==> src/rtl/maze_turn_sequencer.sv <==
// Game-flow and move sequencer for the two-player maze game.
// Player 1 runs the maze, then player 2, then the winner is reported.
// Each accepted direction request becomes one probe of the shared
// wall/goal lookup unit, followed by a commit cycle that applies the move.
module maze_turn_sequencer #(
    parameter int STEP    = 16,
    parameter int START_X = 80,
    parameter int START_Y = 32,
    parameter int MAX_X   = 639,
    parameter int MAX_Y   = 479
) (
    input  logic       clk,
    input  logic       reset_n,
    input  logic       start,
    input  logic       tick,
    input  logic [3:0] btn,
    output logic       probe_req,
    output logic [9:0] probe_x,
    output logic [9:0] probe_y,
    input  logic       probe_ack,
    input  logic       probe_wall,
    input  logic       probe_goal,
    output logic [9:0] pos_x,
    output logic [9:0] pos_y,
    output logic [9:0] steps,
    output logic [9:0] p1_steps,
    output logic [9:0] p2_steps,
    output logic [1:0] state,
    output logic [1:0] winner
);

    typedef enum logic [1:0] {
        QI      = 2'b00,
        QGAME_1 = 2'b01,
        QGAME_2 = 2'b10,
        QDONE   = 2'b11
    } game_t;

    typedef enum logic [1:0] {
        M_IDLE   = 2'b00,
        M_PROBE  = 2'b01,
        M_COMMIT = 2'b10
    } move_t;

    localparam logic [9:0]  STEP_V  = 10'(STEP);
    localparam logic [9:0]  START_XV = 10'(START_X);
    localparam logic [9:0]  START_YV = 10'(START_Y);
    localparam logic [10:0] MAX_XV  = 11'(MAX_X);
    localparam logic [10:0] MAX_YV  = 11'(MAX_Y);

    // Step counter increment that sticks at the 10-bit ceiling.
    function automatic logic [9:0] sat_inc(input logic [9:0] v);
        return (v == 10'd1023) ? v : v + 10'd1;
    endfunction

    game_t      game_cur, game_nxt;
    move_t      move_cur, move_nxt;
    logic [9:0] tgt_x, tgt_y;
    logic       oob;
    logic       single;
    logic       accept;
    logic       in_game;
    logic       commit_move;
    logic       wall_lat, goal_lat;
    logic [9:0] steps_inc;

    assign in_game     = (game_cur == QGAME_1) || (game_cur == QGAME_2);
    assign commit_move = in_game && (move_cur == M_COMMIT) && !wall_lat;
    assign steps_inc   = sat_inc(steps);
    assign probe_req   = in_game && (move_cur == M_PROBE);
    assign state       = game_cur;
    assign winner      = (game_cur != QDONE)      ? 2'b00 :
                         (p1_steps <= p2_steps)   ? 2'b01 : 2'b10;

    // Candidate cell for a single pressed button, plus the out-of-bounds flag.
    always_comb begin
        tgt_x  = pos_x;
        tgt_y  = pos_y;
        oob    = 1'b0;
        single = 1'b1;
        case (btn)
            4'b1000: begin
                tgt_y = pos_y - STEP_V;
                oob   = (pos_y < STEP_V);
            end
            4'b0100: begin
                tgt_x = pos_x - STEP_V;
                oob   = (pos_x < STEP_V);
            end
            4'b0010: begin
                tgt_y = pos_y + STEP_V;
                oob   = (({1'b0, pos_y} + {1'b0, STEP_V}) > MAX_YV);
            end
            4'b0001: begin
                tgt_x = pos_x + STEP_V;
                oob   = (({1'b0, pos_x} + {1'b0, STEP_V}) > MAX_XV);
            end
            default: single = 1'b0;
        endcase
    end

    // Next game state and move substate; moves only run while a player is active.
    always_comb begin
        game_nxt = game_cur;
        move_nxt = move_cur;
        accept   = 1'b0;
        case (game_cur)
            QI: begin
                move_nxt = M_IDLE;
                if (start) game_nxt = QGAME_1;
            end
            QGAME_1, QGAME_2: begin
                case (move_cur)
                    M_IDLE: begin
                        // Out-of-bounds targets count as walls: no probe, stay idle.
                        if (tick && single && !oob) begin
                            accept   = 1'b1;
                            move_nxt = M_PROBE;
                        end
                    end
                    M_PROBE: begin
                        if (probe_ack) move_nxt = M_COMMIT;
                    end
                    M_COMMIT: begin
                        move_nxt = M_IDLE;
                        if (!wall_lat && goal_lat)
                            game_nxt = (game_cur == QGAME_1) ? QGAME_2 : QDONE;
                    end
                    default: move_nxt = M_IDLE;
                endcase
            end
            default: move_nxt = M_IDLE;
        endcase
    end

    // Control state registers; reset abandons any outstanding probe.
    always_ff @(posedge clk) begin
        if (!reset_n) begin
            game_cur <= QI;
            move_cur <= M_IDLE;
        end else begin
            game_cur <= game_nxt;
            move_cur <= move_nxt;
        end
    end

    // Probe target and lookup result; the target doubles as the commit position.
    always_ff @(posedge clk) begin
        if (accept) begin
            probe_x <= tgt_x;
            probe_y <= tgt_y;
        end
        if ((move_cur == M_PROBE) && probe_ack) begin
            wall_lat <= probe_wall;
            goal_lat <= probe_goal;
        end
    end

    // Player position and step counters, updated on an open-cell commit.
    always_ff @(posedge clk) begin
        if (!reset_n) begin
            pos_x    <= START_XV;
            pos_y    <= START_YV;
            steps    <= 10'd0;
            p1_steps <= 10'd0;
            p2_steps <= 10'd0;
        end else if (commit_move) begin
            if (goal_lat && (game_cur == QGAME_1)) begin
                // Player 1 done: record the score and hand the maze to player 2.
                p1_steps <= steps_inc;
                pos_x    <= START_XV;
                pos_y    <= START_YV;
                steps    <= 10'd0;
            end else begin
                pos_x <= probe_x;
                pos_y <= probe_y;
                steps <= steps_inc;
                if (goal_lat) p2_steps <= steps_inc;
            end
        end
    end

endmodule

==> config.mk <==
export PLATFORM = sky130hd
export DESIGN_NAME = maze_turn_sequencer
export DESIGN_NICKNAME = d
export VERILOG_FILES = /design/src/rtl/maze_turn_sequencer.sv
export SDC_FILE = /design/constraint.sdc
export NUM_CORES = 1
export LEC_CHECK = 0
export CAP_MARGIN = 40
export CELL_PAD_IN_SITES_DETAIL_PLACEMENT = 1
export CELL_PAD_IN_SITES_GLOBAL_PLACEMENT = 1
export CORE_MARGIN = 2
export CORE_UTILIZATION = 39
export DETAILED_ROUTE_END_ITERATION = 12
export PLACE_DENSITY = 0.85
export SYNTH_ARGS = -nofsm -noshare
export SYNTH_HDL_FRONTEND = slang
export SYNTH_SLANG_ARGS = --single-unit
export TNS_END_PERCENT = 5
==> constraint.sdc <==
create_clock -name clk -period 5.1 [get_ports clk]
set_input_delay 0.51 -clock clk [delete_from_list [all_inputs] [get_ports clk]]
set_output_delay 0.51 -clock clk [all_outputs]
set_load 0.02 [all_outputs]
==> results.toml, run 1 <==
[setup_path]
worst_ep_required_time_ns = 4.59
crit_type = "flop to output port"
start_kind = "flop"
end_kind = "output port"
worst_path_largest_cell_delay_ns = 0.62
crit_fanout = 3
path_cells = "inv_1 > ha_1 > a21o_1 > a21o_1 > a21oi_1 > o211ai_1 > a21boi_0 > clkdlybuf4s50_1"
crit_slowest_cell = "clkdlybuf4s50_1"
cp.arrival_ns = 2.51
crit_top_cell = "a21o_1"

[clock_tree]
clkLatencyLatePin_ns = 0.35
cts_sinks = 76
clockRootBuffer = "clkbuf_8"
clk_pin_slew_worst_paths_ns = 0.09
cts_htree_levels = 3
hold_buffers = 0
numCtsBuffers = 9
postCtsSetupBuffers = 0
clockBufferDepth = 2
cts_tree = "done"
cts_resized = 0

[power_and_ir_drop]
power_frac_clock_pct = 42.7
pwr-share-comb_pct = 8.6
seqPwrFrac_pct = 48.6
p_leak_nw = 1.85
power.net_switching_mw = 0.311
ir_worst_vdd_uv = 136
powerDensity_nw_per_um2 = 250
internal_power_mw = 0.996
swShare_pct = 23.8

[grt]
grt_use_total_pct = 20.7
grt_util_met1_pct = 26.2
grt_max_degree = 57
met3_usage_pct = 3.83
grt_pass1_wl_um = 18700
grt-ovfl-total = 0
top_usage_layer = "met2"
first_global_vias = 3689
antenna_found_initial = 0
gr-usage-met2_pct = 35.4

[synthesis]
avgSynthCellArea_um2 = 9.13
netlist_area_um2 = 4110
ys_seq_area_share_pct = 42.4
synth_cell_types = 57
yosysWarningCount = 0
ys_ff_latch = 76
synth_fp_nets = 481
synth_cells = 450

[timing]
finalWorstSetupSlack_ns = 2.08
worst_slew_pin_slew_ns = 0.810
max_clock_freq_ghz = 0.331
hold_viol = 0
finalSetupViolCount = 0
clock_skew_ns = 0.00970
max_slew_margin_pct = 45.9
fin_tns_setup_ns = 0
period_needed_ns = 3.02
rsz0062_at_grt = "false"
maxSlewViolCount = 0
fin_crit_sh_pct = 59.3

[die]
core_um2 = 10300
ios = 86
dieArea_um2 = 11400
num_rows = 37
die_w_um = 107
initial_utilization_pct = 40.0
die_h_um = 107

[finish]
n_fill_cell = 1188
finalNetCount = 548
drive_gt1_share_pct = 7.09
area_growth_pct = 27.4
layout_commonest_cell = "clkdlybuf4s50_1"
final_cell_mix = "clkdlybuf4s50_1 (85), nand2_1 (58), dfxtp_1 (54), nand3_1 (31), a21boi_0 (26)"
fin_util_pct = 50.9
antenna_cells = 0

[run_status]
status = "complete, no violations"

[place]
hpwl_um = 8270
gp_congestion = 0.862
dpl_worst_slack_ns = 2.26
port_buffers = 85

[route]
vias = 3589
route.antenna.remaining_nets = 0
drt_first_pass_iters = 4
wl_per_cell_um = 17.6
drc_errors = 0
totalWireLength_um = 11600
viasPerCell = 5.45
first_iter_violations = 164

[flow_run]
drv_cap = 0

[worst_hold_path]
hold_class = "flop to flop"
==> metal layers <==
layer	wire, um	part of all wire (%)	vias up
met2	5790	50	98
met3	485	4.2	20
met5	0	0	-
met1	5120	44	1754
li1	-	-	1717
met4	208	1.8	0
==> registers in the layout (all words and copies together), names as in the netlist, 2 cells and up <==
signal,count
p1_steps,10
move_cur,2
pos_y,10
state,2
p2_steps,10
probe_x,10
pos_x,10
probe_y,10
steps,10
==> synth_stat cells, drive strengths merged <==
| library cell | number | area [um2] |
|---|---|---|
| a32oi | 1 | 8.76 |
| nand2 | 59 | 224 |
| nand3 | 31 | 155 |
| clkbuf | 12 | 45.0 |
| a311oi | 1 | 8.76 |
| o41ai | 3 | 33.8 |
| a21oi | 21 | 105 |
| edfxtp | 22 | 661 |
| mux2 | 1 | 11.3 |
| and4 | 3 | 26.3 |
| o31ai | 1 | 7.51 |
| o22ai | 2 | 12.5 |
| a22oi | 5 | 37.5 |
| nand2b | 2 | 12.5 |
| a211o | 1 | 8.76 |
| nand3b | 2 | 15.0 |
| inv | 22 | 82.6 |
| xor2 | 9 | 78.8 |
| and4bb | 1 | 12.5 |
| buf | 22 | 140 |
| o211ai | 6 | 45.0 |
| ha | 20 | 250 |
| nor4b | 4 | 68.8 |
| a21o | 3 | 22.5 |
| or4b | 2 | 27.5 |
| nand4b | 1 | 8.76 |
| nor2b | 8 | 50.1 |
| and2 | 8 | 50.1 |
| nor2 | 22 | 90.1 |
| o32ai | 1 | 8.76 |
| mux2i | 5 | 50.1 |
| a41oi | 1 | 8.76 |
| a31oi | 3 | 18.8 |
| xnor2 | 10 | 87.6 |
| nand4 | 9 | 71.3 |
| nor3 | 6 | 30.0 |
| or3b | 1 | 8.76 |
| nor4 | 4 | 31.3 |
| o211a | 2 | 20.0 |
| a21boi | 28 | 210 |
| o21ai | 21 | 105 |
| dfxtp | 54 | 1080 |
| and3 | 7 | 48.8 |
| nor3b | 2 | 20.0 |
| a211oi | 1 | 7.51 |
==> critical path, delay by kind of cell, from the launching register on <==
family / cells / cell delay (ns)
flops: 1 / 0.36
compound gates: 5 / 0.84
fa+ha+maj: 1 / 0.28
buf+inv: 2 / 0.67
==> power by group through the flow <==
| stage | clock network, mW | registers (mW) | logic (mW) |
|---|---|---|---|
| floorplan | 0 | 0.657 | 0.0598 |
| global placement | 0 | 0.650 | 0.104 |
| detailed placement | 0 | 0.650 | 0.109 |
| CTS | 0.567 | 0.636 | 0.114 |
| global route | 0.590 | 0.637 | 0.124 |
| finish | 0.559 | 0.636 | 0.113 |
==> cell families (layout without fill, tap and decap cells) <==
logic type,count (synthesis),in the layout,synth area share (%)
muxes,6,6,1.49
adders and majority gates,20,20,6.09
DFF,76,76,42.4
xor gates and xnor gates,19,19,4.05
AOI/OAI and AO/OA,101,101,16.3
and+or+nand+nor,172,172,23.1
buffers and inverters,56,128,6.52
==> cell type report <==
cell class / count / area, um2 / area share, %
Multi-Input combinational cell: 318 / 2100 / 40.2
Sequential cell: 76 / 1740 / 33.3
Timing Repair Buffer: 90 / 896 / 17.1
Tap cell: 136 / 170 / 3.25
Clock buffer: 10 / 128 / 2.44
Clock inverter: 6 / 111 / 2.13
Inverter: 22 / 82.6 / 1.58
==> worst paths after layout <==
kind,endpoint,start,cells after the start,slack (ns)
max,winner[0],p2_steps[3]$_SDFFE_PN0P_,8,2.08
min,probe_y[1]$_DFFE_PP_,pos_y[1]$_SDFFE_PN0P_,0,0.49
max reg2reg,p2_steps[6]$_SDFFE_PN0P_,state[0]$_SDFFE_PN0P_,6,2.49
min reg2reg,probe_y[1]$_DFFE_PP_,pos_y[1]$_SDFFE_PN0P_,0,0.49
==> through the flow <==
step	area (um2)	power [mW]	std cells	hold slack (ns)
2_1_floorplan	4110	0.717	450	0.445
3_3_place_gp	4970	0.754	640	0.467
3_5_place_dp	4990	0.759	642	0.477
4_1_cts	5230	1.32	658	0.488
5_1_grt	5230	1.35	658	0.513
6_report	5230	1.31	658	0.487
Power figures use the tool's default switching activity.
==> inputs of run 2 (changes only) <==
==> constraint.sdc (replaced) <==
create_clock -name clk -period 3.1 [get_ports clk]
set_input_delay 0.31 -clock clk [delete_from_list [all_inputs] [get_ports clk]]
set_output_delay 0.31 -clock clk [all_outputs]
set_load 0.02 [all_outputs]
==> run 2 against run 1 <==
Effect of this change: non-clock buffer count is 10 higher; final cell count is 1.5% higher; clock skew is 0.0029 ns higher; clock power is 38% higher; critical path depth stayed put; wire length is 2.8% higher; power is 54% higher; critical endpoint unchanged; largest power group unchanged; sequential share of layout area is 0.26 points lower; highest routed layer unchanged; worst setup slack worse by 1.8 ns; final area is 0.79% higher; sequential power is 65% higher; register-to-register slack worse by 2.1 ns.
==> results.toml, run 2 (synthesis gave the netlist of run 1 again) <==
[finish]
design_area_um2 = 5280
multi_input_area_um2 = 2110
drive_gt1_share_pct = 9.02
n_fill_cell = 1191
area_growth_pct = 28.4
stdcell_count = 668
finalNetCount = 558
final_cell_mix = "clkdlybuf4s50_1 (85), nand2_1 (58), dfxtp_1 (54), nand3_1 (31), a21boi_0 (26)"
layout_commonest_cell = "clkdlybuf4s50_1"
antenna_cells = 0
seq_area_um2 = 1740

[place]
gp_congestion = 0.797
hpwl_um = 8780
dpl_worst_slack_ns = 0.174
placed_cell_area_um2 = 5070
numPlacedInstances = 652
port_buffers = 85

[power_and_ir_drop]
seqPwrFrac_pct = 51.8
powerDensity_nw_per_um2 = 382
p_leak_nw = 1.89
power_frac_clock_pct = 38.2
internal_power_mw = 1.50
pwr-share-comb_pct = 9.9
power.net_switching_mw = 0.514
swShare_pct = 25.5
ir_worst_vdd_uv = 180

[setup_path]
path_cells = "inv_1 > ha_1 > a21o_1 > a21o_1 > a21oi_1 > o211ai_1 > a21boi_0 > clkdlybuf4s50_1"
cp_top_family = "compound AO/OA/AOI/OAI gates"
cp.arrival_ns = 2.51
worst_path_largest_cell_delay_ns = 0.62
worst_ep_required_time_ns = 2.79
crit_fanout = 3
crit_type = "flop to output port"
worstPathBufferInverterCount = 2
start_kind = "flop"
crit_slowest_cell = "clkdlybuf4s50_1"
crit_start = "p2_steps[3]$_SDFFE_PN0P_"
crit_top_cell = "a21o_1"
regToRegStartpoint = "pos_x[4]$_SDFFE_PN1P_"
end_kind = "output port"

[timing]
maxSlewViolCount = 0
fin_tns_setup_ns = 0
finalWorstSetupSlack_ns = 0.284
worst_slew_pin_slew_ns = 0.727
period_needed_ns = 2.82
rsz0062_at_grt = "false"
max_slew_margin_pct = 51.1
max_clock_freq_ghz = 0.355
finalSetupViolCount = 0
clock_skew_ns = 0.0126
hold_viol = 0
fin_crit_sh_pct = 90.8

[grt]
antenna_found_initial = 0
grt_use_total_pct = 21.8
grt_max_degree = 35
first_global_vias = 3887
grt-ovfl-total = 0
grt_pass1_wl_um = 19800

[die]
dieArea_um2 = 11400
die_w_um = 107
die_h_um = 107
num_rows = 37
core_um2 = 10300
initial_utilization_pct = 40.0
ios = 86

[route]
vias = 3658
first_iter_violations = 94
drc_errors = 0
wl_per_cell_um = 17.8
drt_first_pass_iters = 4
route.antenna.remaining_nets = 0
viasPerCell = 5.48
totalWireLength_um = 11900

[clock_tree]
hold_buffers = 0
cts_resized = 0
postCtsSetupBuffers = 0
clockRootBuffer = "clkbuf_8"
cts_tree = "done"
cts_htree_levels = 3
clk_pin_slew_worst_paths_ns = 0.08
clkLatencyLatePin_ns = 0.36
cts_sinks = 76
numCtsBuffers = 9
clockBufferDepth = 2

[worst_hold_path]
hold_class = "flop to flop"
hp-start = "pos_x[0]$_SDFFE_PN0P_"

[flow_run]
drv_cap = 0

[run_status]
status = "complete, no violations"
run 2: final timing paths:
kind / end / slack [ns] / cells after the start
hold reg to reg: probe_x[0]$_DFFE_PP_ / 0.49 / 0
hold / removal: probe_x[0]$_DFFE_PP_ / 0.49 / 0
setup / recovery: winner[0] / 0.28 / 8
setup reg to reg: probe_y[5]$_DFFE_PP_ / 0.35 / 8
run 2: worst register-to-register path, delay by kind of cell (launching register included):
kind | cells | cell delay [ns]
and+or+nand+nor | 3 | 0.74
AOI/OAI and AO/OA | 2 | 0.49
DFF | 1 | 0.48
buffers and inverters | 2 | 0.37
adders and majority gates | 1 | 0.37
run 2: final cells by class:
type | instances | area share [%]
Multi-Input combinational cell | 318 | 40.1
Tap cell | 136 | 3.23
Clock buffer | 10 | 2.61
Clock inverter | 6 | 1.19
Timing Repair Buffer | 100 | 18.3
Inverter | 22 | 1.57
Sequential cell | 76 | 33.0
run 2: through the flow:
stage / power, mW / hold slack [ns] / utilization (%)
6_report: 2.02 / 0.489 / 51.3
5_1_grt: 2.10 / 0.505 / 51.3
4_1_cts: 2.04 / 0.489 / 51.3
3_5_place_dp: 1.27 / 0.470 / 49.4
3_3_place_gp: 1.25 / 0.467 / 49.3
2_1_floorplan: 1.18 / 0.409 / -
run 2: power groups by stage:
| stage | Clock [mW] | Sequential [mW] | Combinational (mW) |
|---|---|---|---|
| after CTS | 0.797 | 1.05 | 0.202 |
| after detailed placement | 0 | 1.07 | 0.200 |
| final | 0.771 | 1.05 | 0.200 |
| after floorplan | 0 | 1.08 | 0.103 |
| after global routing | 0.831 | 1.05 | 0.216 |
| after global placement | 0 | 1.07 | 0.185 |
run 2: layer usage:
layer / wire length, um / global-route usage, % / vias to the layer above
met5: 0 / 0 / -
met4: 254 / 8.26 / 0
met3: 328 / 3.04 / 23
met2: 6150 / 38.9 / 81
met1: 5180 / 26.7 / 1812
li1: - / - / 1742
==> inputs of run 3 (changes only) <==
--- a/config.mk
+++ b/config.mk
@@ -12,6 +12,7 @@
 export CORE_UTILIZATION = 39
 export DETAILED_ROUTE_END_ITERATION = 12
 export PLACE_DENSITY = 0.85
+export SLEW_MARGIN = 25
 export SYNTH_ARGS = -nofsm -noshare
 export SYNTH_HDL_FRONTEND = slang
 export SYNTH_SLANG_ARGS = --single-unit
==> results of run 3 <==
No change in the layout: final DEF, timing and power equal those of run 2.
